`src/rtl/multicycle_control_unit_if.sv`:
```
// Control-unit port bundle: instruction/bus inputs and datapath controls.
// The slave modport is the control unit; the master modport drives it.
interface multicycle_control_unit_if #(
   parameter int ALU_CTRL_W = 4
);
   logic [31:0]           instrCode;
   logic                  btaken;
   logic                  busReady;
   logic                  irWe;
   logic                  pcEn;
   logic                  pcSrcSel;
   logic                  regFileWe;
   logic                  aluSrcMuxSel;
   logic                  rfWdSrcMuxSel;
   logic [ALU_CTRL_W-1:0] aluControl;
   logic                  busReq;
   logic                  busWe;
   logic                  fault;
   logic                  illegalInstr;

   modport master (
      output instrCode, btaken, busReady,
      input  irWe, pcEn, pcSrcSel, regFileWe, aluSrcMuxSel,
      input  rfWdSrcMuxSel, aluControl, busReq, busWe,
      input  fault, illegalInstr
   );

   modport slave (
      input  instrCode, btaken, busReady,
      output irWe, pcEn, pcSrcSel, regFileWe, aluSrcMuxSel,
      output rfWdSrcMuxSel, aluControl, busReq, busWe,
      output fault, illegalInstr
   );
endinterface

```
`src/rtl/multicycle_control_unit.sv`:
```
// Multi-cycle RV32I control FSM (R/I/load/store/branch) with fault reporting.
// Optional bus wait timeout enabled by defining MCU_BUS_TIMEOUT_EN.
module multicycle_control_unit #(
   parameter int ALU_CTRL_W  = 4,
   parameter int MEM_TIMEOUT = 15
) (
   input logic clk,
   input logic reset,
   multicycle_control_unit_if.slave bus
);

   typedef enum logic [3:0] {
      S_FETCH,
      S_DECODE,
      S_R_EXE,
      S_I_EXE,
      S_B_EXE,
      S_L_EXE,
      S_L_MEM,
      S_L_WB,
      S_S_EXE,
      S_S_MEM,
      S_FAULT
   } state_e;

   localparam logic [6:0] OP_R = 7'b0110011;
   localparam logic [6:0] OP_I = 7'b0010011;
   localparam logic [6:0] OP_L = 7'b0000011;
   localparam logic [6:0] OP_S = 7'b0100011;
   localparam logic [6:0] OP_B = 7'b1100011;

   state_e state_q, state_d;
   logic   illegal_q, illegal_d;

   logic [6:0] opcode;
   logic [2:0] funct3;
   logic [6:0] funct7;
   logic       r_ok;
   logic       unused_bits;

   assign opcode = bus.instrCode[6:0];
   assign funct3 = bus.instrCode[14:12];
   assign funct7 = bus.instrCode[31:25];
   assign unused_bits = ^{bus.instrCode[24:15],
                          bus.instrCode[11:7]};

   // sub and sra are the only alternate-funct7 R-type ops
   assign r_ok = (funct7 == 7'b0000000) ||
                 ((funct7 == 7'b0100000) &&
                  ((funct3 == 3'b000) ||
                   (funct3 == 3'b101)));

`ifdef MCU_BUS_TIMEOUT_EN
   localparam int CNT_W = $clog2(MEM_TIMEOUT + 1);
   localparam logic [CNT_W-1:0] CNT_MAX = CNT_W'(MEM_TIMEOUT);

   logic [CNT_W-1:0] cnt_q, cnt_d;

   always_ff @(posedge clk or negedge reset) begin
      if (!reset) begin
         cnt_q <= '0;
      end else begin
         cnt_q <= cnt_d;
      end
   end
`endif

   always_ff @(posedge clk or negedge reset) begin
      if (!reset) begin
         state_q   <= S_FETCH;
         illegal_q <= 1'b0;
      end else begin
         state_q   <= state_d;
         illegal_q <= illegal_d;
      end
   end

   always_comb begin
      state_d   = state_q;
      illegal_d = illegal_q;
`ifdef MCU_BUS_TIMEOUT_EN
      cnt_d     = cnt_q;
`endif
      unique case (state_q)
         S_FETCH: state_d = S_DECODE;
         S_DECODE: begin
            unique case (1'b1)
               (opcode == OP_R) && r_ok:  state_d = S_R_EXE;
               (opcode == OP_I):          state_d = S_I_EXE;
               (opcode == OP_L):          state_d = S_L_EXE;
               (opcode == OP_S):          state_d = S_S_EXE;
               (opcode == OP_B):          state_d = S_B_EXE;
               default: begin
                  state_d   = S_FAULT;
                  illegal_d = 1'b1;
               end
            endcase
         end
         S_R_EXE,
         S_I_EXE,
         S_B_EXE: state_d = S_FETCH;
         S_L_EXE: begin
            state_d = S_L_MEM;
`ifdef MCU_BUS_TIMEOUT_EN
            cnt_d   = '0;
`endif
         end
         S_L_MEM: begin
            if (bus.busReady) begin
               state_d = S_L_WB;
            end
`ifdef MCU_BUS_TIMEOUT_EN
            else if (cnt_q == CNT_MAX) begin
               state_d = S_FAULT;
            end else begin
               cnt_d = cnt_q + 1'b1;
            end
`endif
         end
         S_L_WB: state_d = S_FETCH;
         S_S_EXE: begin
            state_d = S_S_MEM;
`ifdef MCU_BUS_TIMEOUT_EN
            cnt_d   = '0;
`endif
         end
         S_S_MEM: begin
            if (bus.busReady) begin
               state_d = S_FETCH;
            end
`ifdef MCU_BUS_TIMEOUT_EN
            else if (cnt_q == CNT_MAX) begin
               state_d = S_FAULT;
            end else begin
               cnt_d = cnt_q + 1'b1;
            end
`endif
         end
         S_FAULT: state_d = S_FAULT;
         default: state_d = S_FETCH;
      endcase
   end

   logic [3:0]            alu4;
   logic [ALU_CTRL_W-1:0] alu_w;

   always_comb begin
      bus.irWe          = 1'b0;
      bus.pcEn          = 1'b0;
      bus.pcSrcSel      = 1'b0;
      bus.regFileWe     = 1'b0;
      bus.aluSrcMuxSel  = 1'b0;
      bus.rfWdSrcMuxSel = 1'b0;
      bus.busReq        = 1'b0;
      bus.busWe         = 1'b0;
      bus.fault         = 1'b0;
      bus.illegalInstr  = 1'b0;
      alu4              = 4'b0000;
      unique case (state_q)
         S_FETCH: bus.irWe = 1'b1;
         S_R_EXE: begin
            bus.regFileWe = 1'b1;
            bus.pcEn      = 1'b1;
            alu4          = {bus.instrCode[30], funct3};
         end
         S_I_EXE: begin
            bus.aluSrcMuxSel = 1'b1;
            bus.regFileWe    = 1'b1;
            bus.pcEn         = 1'b1;
            alu4 = {(funct3 == 3'b101) & bus.instrCode[30],
                    funct3};
         end
         S_B_EXE: begin
            bus.pcEn     = 1'b1;
            bus.pcSrcSel = bus.btaken;
            alu4         = 4'b1000;
         end
         S_L_EXE,
         S_S_EXE: bus.aluSrcMuxSel = 1'b1;
         S_L_MEM: begin
            bus.aluSrcMuxSel = 1'b1;
            bus.busReq       = 1'b1;
         end
         S_L_WB: begin
            bus.rfWdSrcMuxSel = 1'b1;
            bus.regFileWe     = 1'b1;
            bus.pcEn          = 1'b1;
         end
         S_S_MEM: begin
            bus.aluSrcMuxSel = 1'b1;
            bus.busReq       = 1'b1;
            bus.busWe        = 1'b1;
            bus.pcEn         = bus.busReady;
         end
         S_FAULT: begin
            bus.fault        = 1'b1;
            bus.illegalInstr = illegal_q;
         end
         default: ;
      endcase
   end

   always_comb begin
      alu_w      = '0;
      alu_w[3:0] = alu4;
   end

   assign bus.aluControl = alu_w;

endmodule

```
`src/flat_wrapper.sv`:
```
// flat-port wrapper written by rule: the top's interface ports become plain ports
module multicycle_control_unit_flat 
#(
   parameter int ALU_CTRL_W  = 4,
   parameter int MEM_TIMEOUT = 15
)
  (clk, reset, bus_instrCode, bus_btaken, bus_busReady, bus_irWe, bus_pcEn, bus_pcSrcSel, bus_regFileWe, bus_aluSrcMuxSel, bus_rfWdSrcMuxSel, bus_aluControl, bus_busReq, bus_busWe, bus_fault, bus_illegalInstr);
  multicycle_control_unit_if #(.ALU_CTRL_W(ALU_CTRL_W)) bus_i ();
  input logic clk;
  input logic reset;
  input wire logic [$bits(bus_i.instrCode)-1:0] bus_instrCode;
  input wire logic [$bits(bus_i.btaken)-1:0] bus_btaken;
  input wire logic [$bits(bus_i.busReady)-1:0] bus_busReady;
  output wire logic [$bits(bus_i.irWe)-1:0] bus_irWe;
  output wire logic [$bits(bus_i.pcEn)-1:0] bus_pcEn;
  output wire logic [$bits(bus_i.pcSrcSel)-1:0] bus_pcSrcSel;
  output wire logic [$bits(bus_i.regFileWe)-1:0] bus_regFileWe;
  output wire logic [$bits(bus_i.aluSrcMuxSel)-1:0] bus_aluSrcMuxSel;
  output wire logic [$bits(bus_i.rfWdSrcMuxSel)-1:0] bus_rfWdSrcMuxSel;
  output wire logic [$bits(bus_i.aluControl)-1:0] bus_aluControl;
  output wire logic [$bits(bus_i.busReq)-1:0] bus_busReq;
  output wire logic [$bits(bus_i.busWe)-1:0] bus_busWe;
  output wire logic [$bits(bus_i.fault)-1:0] bus_fault;
  output wire logic [$bits(bus_i.illegalInstr)-1:0] bus_illegalInstr;
  assign bus_i.instrCode = bus_instrCode;
  assign bus_i.btaken = bus_btaken;
  assign bus_i.busReady = bus_busReady;
  assign bus_irWe = bus_i.irWe;
  assign bus_pcEn = bus_i.pcEn;
  assign bus_pcSrcSel = bus_i.pcSrcSel;
  assign bus_regFileWe = bus_i.regFileWe;
  assign bus_aluSrcMuxSel = bus_i.aluSrcMuxSel;
  assign bus_rfWdSrcMuxSel = bus_i.rfWdSrcMuxSel;
  assign bus_aluControl = bus_i.aluControl;
  assign bus_busReq = bus_i.busReq;
  assign bus_busWe = bus_i.busWe;
  assign bus_fault = bus_i.fault;
  assign bus_illegalInstr = bus_i.illegalInstr;
  multicycle_control_unit #(.ALU_CTRL_W(ALU_CTRL_W), .MEM_TIMEOUT(MEM_TIMEOUT)) u_core (.clk(clk), .reset(reset), .bus(bus_i));
endmodule
```
`config.mk`:
```
export PLATFORM = sky130hd
export DESIGN_NAME = multicycle_control_unit_flat
export DESIGN_NICKNAME = d
export VERILOG_FILES = /design/src/rtl/multicycle_control_unit_if.sv /design/src/rtl/multicycle_control_unit.sv /design/src/flat_wrapper.sv
export SDC_FILE = /design/constraint.sdc
export NUM_CORES = 1
export LEC_CHECK = 0
export ABC_AREA = 1
export CAP_MARGIN = 5
export CORE_MARGIN = 10
export CORE_UTILIZATION = 32
export CTS_BUF_LIST = sky130_fd_sc_hd__clkbuf_4
export DETAILED_ROUTE_END_ITERATION = 10
export HOLD_SLACK_MARGIN = 0.15
export PLACE_DENSITY = 0.88
export SYNTH_ARGS = -nofsm -noshare
export SYNTH_HDL_FRONTEND = slang
export SYNTH_SLANG_ARGS = --single-unit
```
`constraint.sdc`:
```
create_clock -name clk -period 1.7 [get_ports clk]
set_clock_uncertainty 0.1 [all_clocks]
set_input_delay 0.425 -clock clk [delete_from_list [all_inputs] [get_ports clk]]
set_output_delay 0.425 -clock clk [all_outputs]
set_load 0.03 [all_outputs]
```
* Word-level counts from Yosys, hierarchy flattened
Index checks and enable logic that the tools add are counted.
Widths: inputs -> output; s select.
** Storage, ports and cells
- Logic and storage cells :: 52
- Register bits after elaboration :: 5
- Input bits :: 36
** Operators by class
- Bitwise logic cells :: 2
- Equality and inequality tests :: 19
- Mux-type cells :: 15
- Reductions and logical operators :: 14
** Operators by type and width (count)
- $pmux 4 s7 :: 1
- $eq 7x6->1 const B :: 3
- $pmux 4 s5 :: 1
- $eq 4x3->1 const B :: 4
- $eq 4x4->1 const B :: 3
- $pmux 4 s3 :: 1
- $reduce_or 5->1 :: 2
- $mux 1 :: 9
- $eq 4x2->1 const B :: 2
- $mux 4 :: 2
- $eq 7x2->1 const B :: 1
- $eq 7x5->1 const B :: 1
- $eq 7x7->1 const B :: 1
- $logic_not 7->1 :: 1
- $eq 4x1->1 const B :: 1
- $logic_not 4->1 :: 1
- $ne 2x2->1 const B :: 2
- $reduce_and 2->1 :: 2
- $reduce_or 4->1 :: 1
- $eq 3x3->1 const B :: 1
- $logic_not 3->1 :: 1
- $reduce_or 3->1 :: 1
- $logic_and 1x1->1 :: 2
- $logic_or 1x1->1 :: 2
- other kinds (4) :: 4

* Longest topological paths before layout
- Word-level depth :: 8
- Depth in mapped cells :: 8
- Gate-level depth less buffers :: 8

* Worst setup path after synthesis
Ideal clock, no wire load.
- Path type :: flip-flop to output port
- From :: register u_core.state_q[2]
- To :: output port bus_illegalInstr
- Cell stages (with the launch flop) :: 6
- Slack :: -0.390 ns
- Data required time :: 1.175 ns
- Arrival :: 1.565 ns
- Cells stage by stage :: dfrtp_1 inv_2 nand2_4 nor2_1 inv_1 nor2_1
** Between the ends
- Longest elaborated chain between the ends :: 2
** Ends and longest elaborated chain
- from (decl) :: RTL line multicycle_control_unit.sv:32 : state_e state_q, state_d;
- from (signal assigned) :: RTL line multicycle_control_unit.sv:73 : state_q <= state_d;
- $eq 4x4->1 :: RTL line multicycle_control_unit.sv:159 : unique case (state_q)
- $mux 1 :: RTL line multicycle_control_unit.sv:159
- to (decl) :: RTL line flat_wrapper.sv:24 : output wire logic [$bits(bus_i.illegalInstr)-1:0] bus_illegalInstr;
Every way passes these cells.

* Worst setup path in the final report
- From :: register u_core.state_q[1]
- To :: output port bus_aluSrcMuxSel
** Between the ends
- Longest elaborated chain between the ends :: 3
- Elaborated cells between the ends (all ways) :: 7
** Ends and longest elaborated chain
- $eq 4x2->1 (tied with other cells) :: RTL line multicycle_control_unit.sv:159
- $reduce_or 5->1 (no line) *
- $mux 1 * :: RTL line multicycle_control_unit.sv:159
- to (decl) :: RTL line flat_wrapper.sv:18 : output wire logic [$bits(bus_i.aluSrcMuxSel)-1:0] bus_aluSrcMuxSel;
Every way passes the cells marked *; elsewhere a longest branch is shown, timed or not.

==> impl_results.md <==
* Most frequent cells after synthesis: nor2_1, nand2_1, inv_1, nand3_1
* HP Class: input pin to async pin
* Crit path max fanout at 5
* Fmax at 513.1 MHz
* DIE AREA at 3855 sq um
* Syn_nets at 140
* # IOs at 50
* Final #Nets at 207
* Total Routed Length at 2498 um
* DRT antenna net count at 0
* Synth top area share at 22.08%
* Synth cell types at 15
* Top post-synthesis cells by area: dfrtp_1, nor2_1, nand2_1, inv_1, nand3_1
* Vias in the first global route at 912
* Pwr Total at around 1.8 mW
* Pin count of the biggest net entering global routing at 6
* Final Max Tran Viols at 0
* # hold bufs at CTS at 0
* GR Overflow Total at 0
* Final worst slack at -0.2488 ns
* DRC Markers at 0
* Final worst path period need at 1.949 ns
* Hold Vio Cnt, Final at 0
* Maxcap violations at 0
* Buf+Inv Stages, Crit Path at 2
* Post-synth ARST share at 100.0%
* Deepest clock path buffer count at 2
* CTS tree: built
* Crit start category: flip-flop
* Post-synth EDFFs at 0
* Initial Utilization at between 30% and 40%
* Status: finished, violations left
* Critical path's top delay family: flip-flops
* Slew @ Worst Pin at between 0.2 and 0.25 ns
* Max incr delay on CP at 0.49 ns
* RSZ-0062 raised after global routing: yes
* CP Capture Type: primary output
* Critical Path AT at 1.42 ns
* Syn Area/Cell at ~5.4 sq um
* Synth Flop Type: dfrtp_1
* VDD IR max at 0.7519 mV
* Die Width at a little over 60 um
* Synth Cell Area at 566.8 sq um
* Sequential area share after synthesis at 22.08%
* Most numerous cell in the Yosys netlist: nor2_1
* Failing checks: setup timing
* Synth Register Bits at 5
* 1st-pass router iterations at 4
* DR vias/cell at between 4 and 5
* Buffers on Ports at 34
* Setup Crit Path Kind: flip-flop to primary output
* CTS buffer count at 3
* Avg WL per Cell at between 10 and 15 um
* Synthesis Warnings at 0
* Die Ht at 62.09 um
* TritonCTS Sinks at 5
* All-Layer GR Usage at 13.45%
* CTS H-tree depth at 1
* Critical path's most frequent cell: nor2_4
* Layout Area Growth over Synthesis at 127.4%
* Clock slew at reported path FFs at about 0.040 ns
* First-pass GRT wire length at 3884 um
* Cell area power density at 1397 nW/um^2
* Final period util at 114.6%
* GP Congestion at 0.8486
* Syn Inst Count at 104
* DRT iter0 DRCs at 17
* Hold_ws at 0.3030 ns
* Std cell rows at 15
* Post-synth top area cell: dfrtp_1
* Crit-path cells: inv_4, nand2_8, nor2_4, nor2_4, o211ai_1, buf_4
* Initial antenna violation count at 0
* Worst path required time at 1.17 ns
* # diodes at 0
* CTS root buf: clkbuf_4
* CP max-delay cell: dfrtp_2
* Via Count at 889
* Leak at 0.6627 nW
* Fillcell total at 126
* Post-detail-place hpwl at 1843 um
* Slew HR at 84.66%
* Fraction of layout cells with a size suffix above 1 at 47.65%
* Core Box Area at 1708 sq um
* Final setup viols at 14
* Clock latency on the worst-skew pair at approximately 0.24 ns
## final timing paths
check / slack [ns] / end / from / cells after the start
setup / recovery: -0.25 / bus_aluSrcMuxSel / u_core.state_q[1] / 6
hold / removal: 0.30 / u_core.illegal_q / reset / 1
setup reg to reg: 0.18 / u_core.state_q[3] / u_core.state_q[1] / 9
hold reg to reg: 0.40 / u_core.illegal_q / u_core.illegal_q / 2
max in group asynchronous: 0.99 / u_core.state_q[0] / reset / 1
min in group clk: 0.40 / u_core.illegal_q / u_core.illegal_q / 2
## sequential cells by signal, summed over array words and instances (netlist names)
| register | cells |
|---|---|
| u_core.illegal_q | 1 |
| u_core.state_q | 4 |
## layer usage
| metal | vias up | global-route usage (%) | wire length (um) |
|---|---|---|---|
| met4 | 0 | 5.414 | 42 |
| met3 | 6 | 4.268 | 230 |
| met2 | 31 | 27.19 | 1381 |
| met1 | 406 | 11.70 | 844 |
| li1 | 446 | - | - |
| met5 | - | 0 | 0 |
## layout make-up
type | count | area [sq um] | share of cell area [%]
Tap cell | 25 | 31.28 | 2.427
Sequential cell | 5 | 128.9 | 10.00
Multi-Input combinational cell | 76 | 450.4 | 34.95
Clock buffer | 4 | 30.03 | 2.330
Timing Repair Buffer | 62 | 556.8 | 43.20
Inverter | 23 | 91.34 | 7.087
## metrics by stage
stage                     setup TNS, ns  utilization (%)  cell area (sq um)  worst slack, ns  instances
after floorplan                 -0.1370                -              608.1         -0.08828        104
after global placement          -0.4034            61.03               1042          -0.1645        176
after detailed placement        -0.5243            61.03               1042          -0.1899        176
after CTS                        -1.479            70.18               1199          -0.1958        189
after global routing             -2.917            75.46               1289          -0.3138        195
final                            -2.093            75.46               1289          -0.2488        195
## cell families after synthesis
group,synth area share (%)
simple gates,55.63
buf+inv,15.23
compound gates,7.061
flops,22.08
## cells in the final DEF (no fill, tap or decap), drive strengths merged
cell type / count
clkbuf: 4
inv: 23
o211ai: 2
nand2: 25
dlygate4sd2: 3
nor3: 1
buf: 42
o21ai: 2
dfrtp: 5
nor2: 31
clkdlybuf4s50: 17
nand3: 12
a21oi: 3
## what timing repair did
item,CTS,global route
setup endpoints to repair,13,14
buffers inserted,9,6
pin swaps,7,11
endpoints found under the hold margin,0,0
gates resized for setup,23,11
## worst reg2reg max path: stages (launching register included)
cell,delay [ns]
dfrtp_2,0.49
inv_4,0.11
nand2_8,0.07
buf_4,0.13
buf_4,0.13
nor2_4,0.13
nand2_1,0.06
nor2_1,0.08
nand2_1,0.08
nand3_1,0.07
## report_power, final
group | internal, mW | total, mW | switching [mW] | leakage [nW]
clock | 0.105 | 0.153 | 0.0481 | 0.0184
sequential | 0.159 | 0.237 | 0.0778 | 0.0555
combinational | 0.659 | 1.41 | 0.751 | 0.589
total | 0.923 | 1.80 | 0.877 | 0.663
No activity file was read; power rests on OpenSTA's default activity.
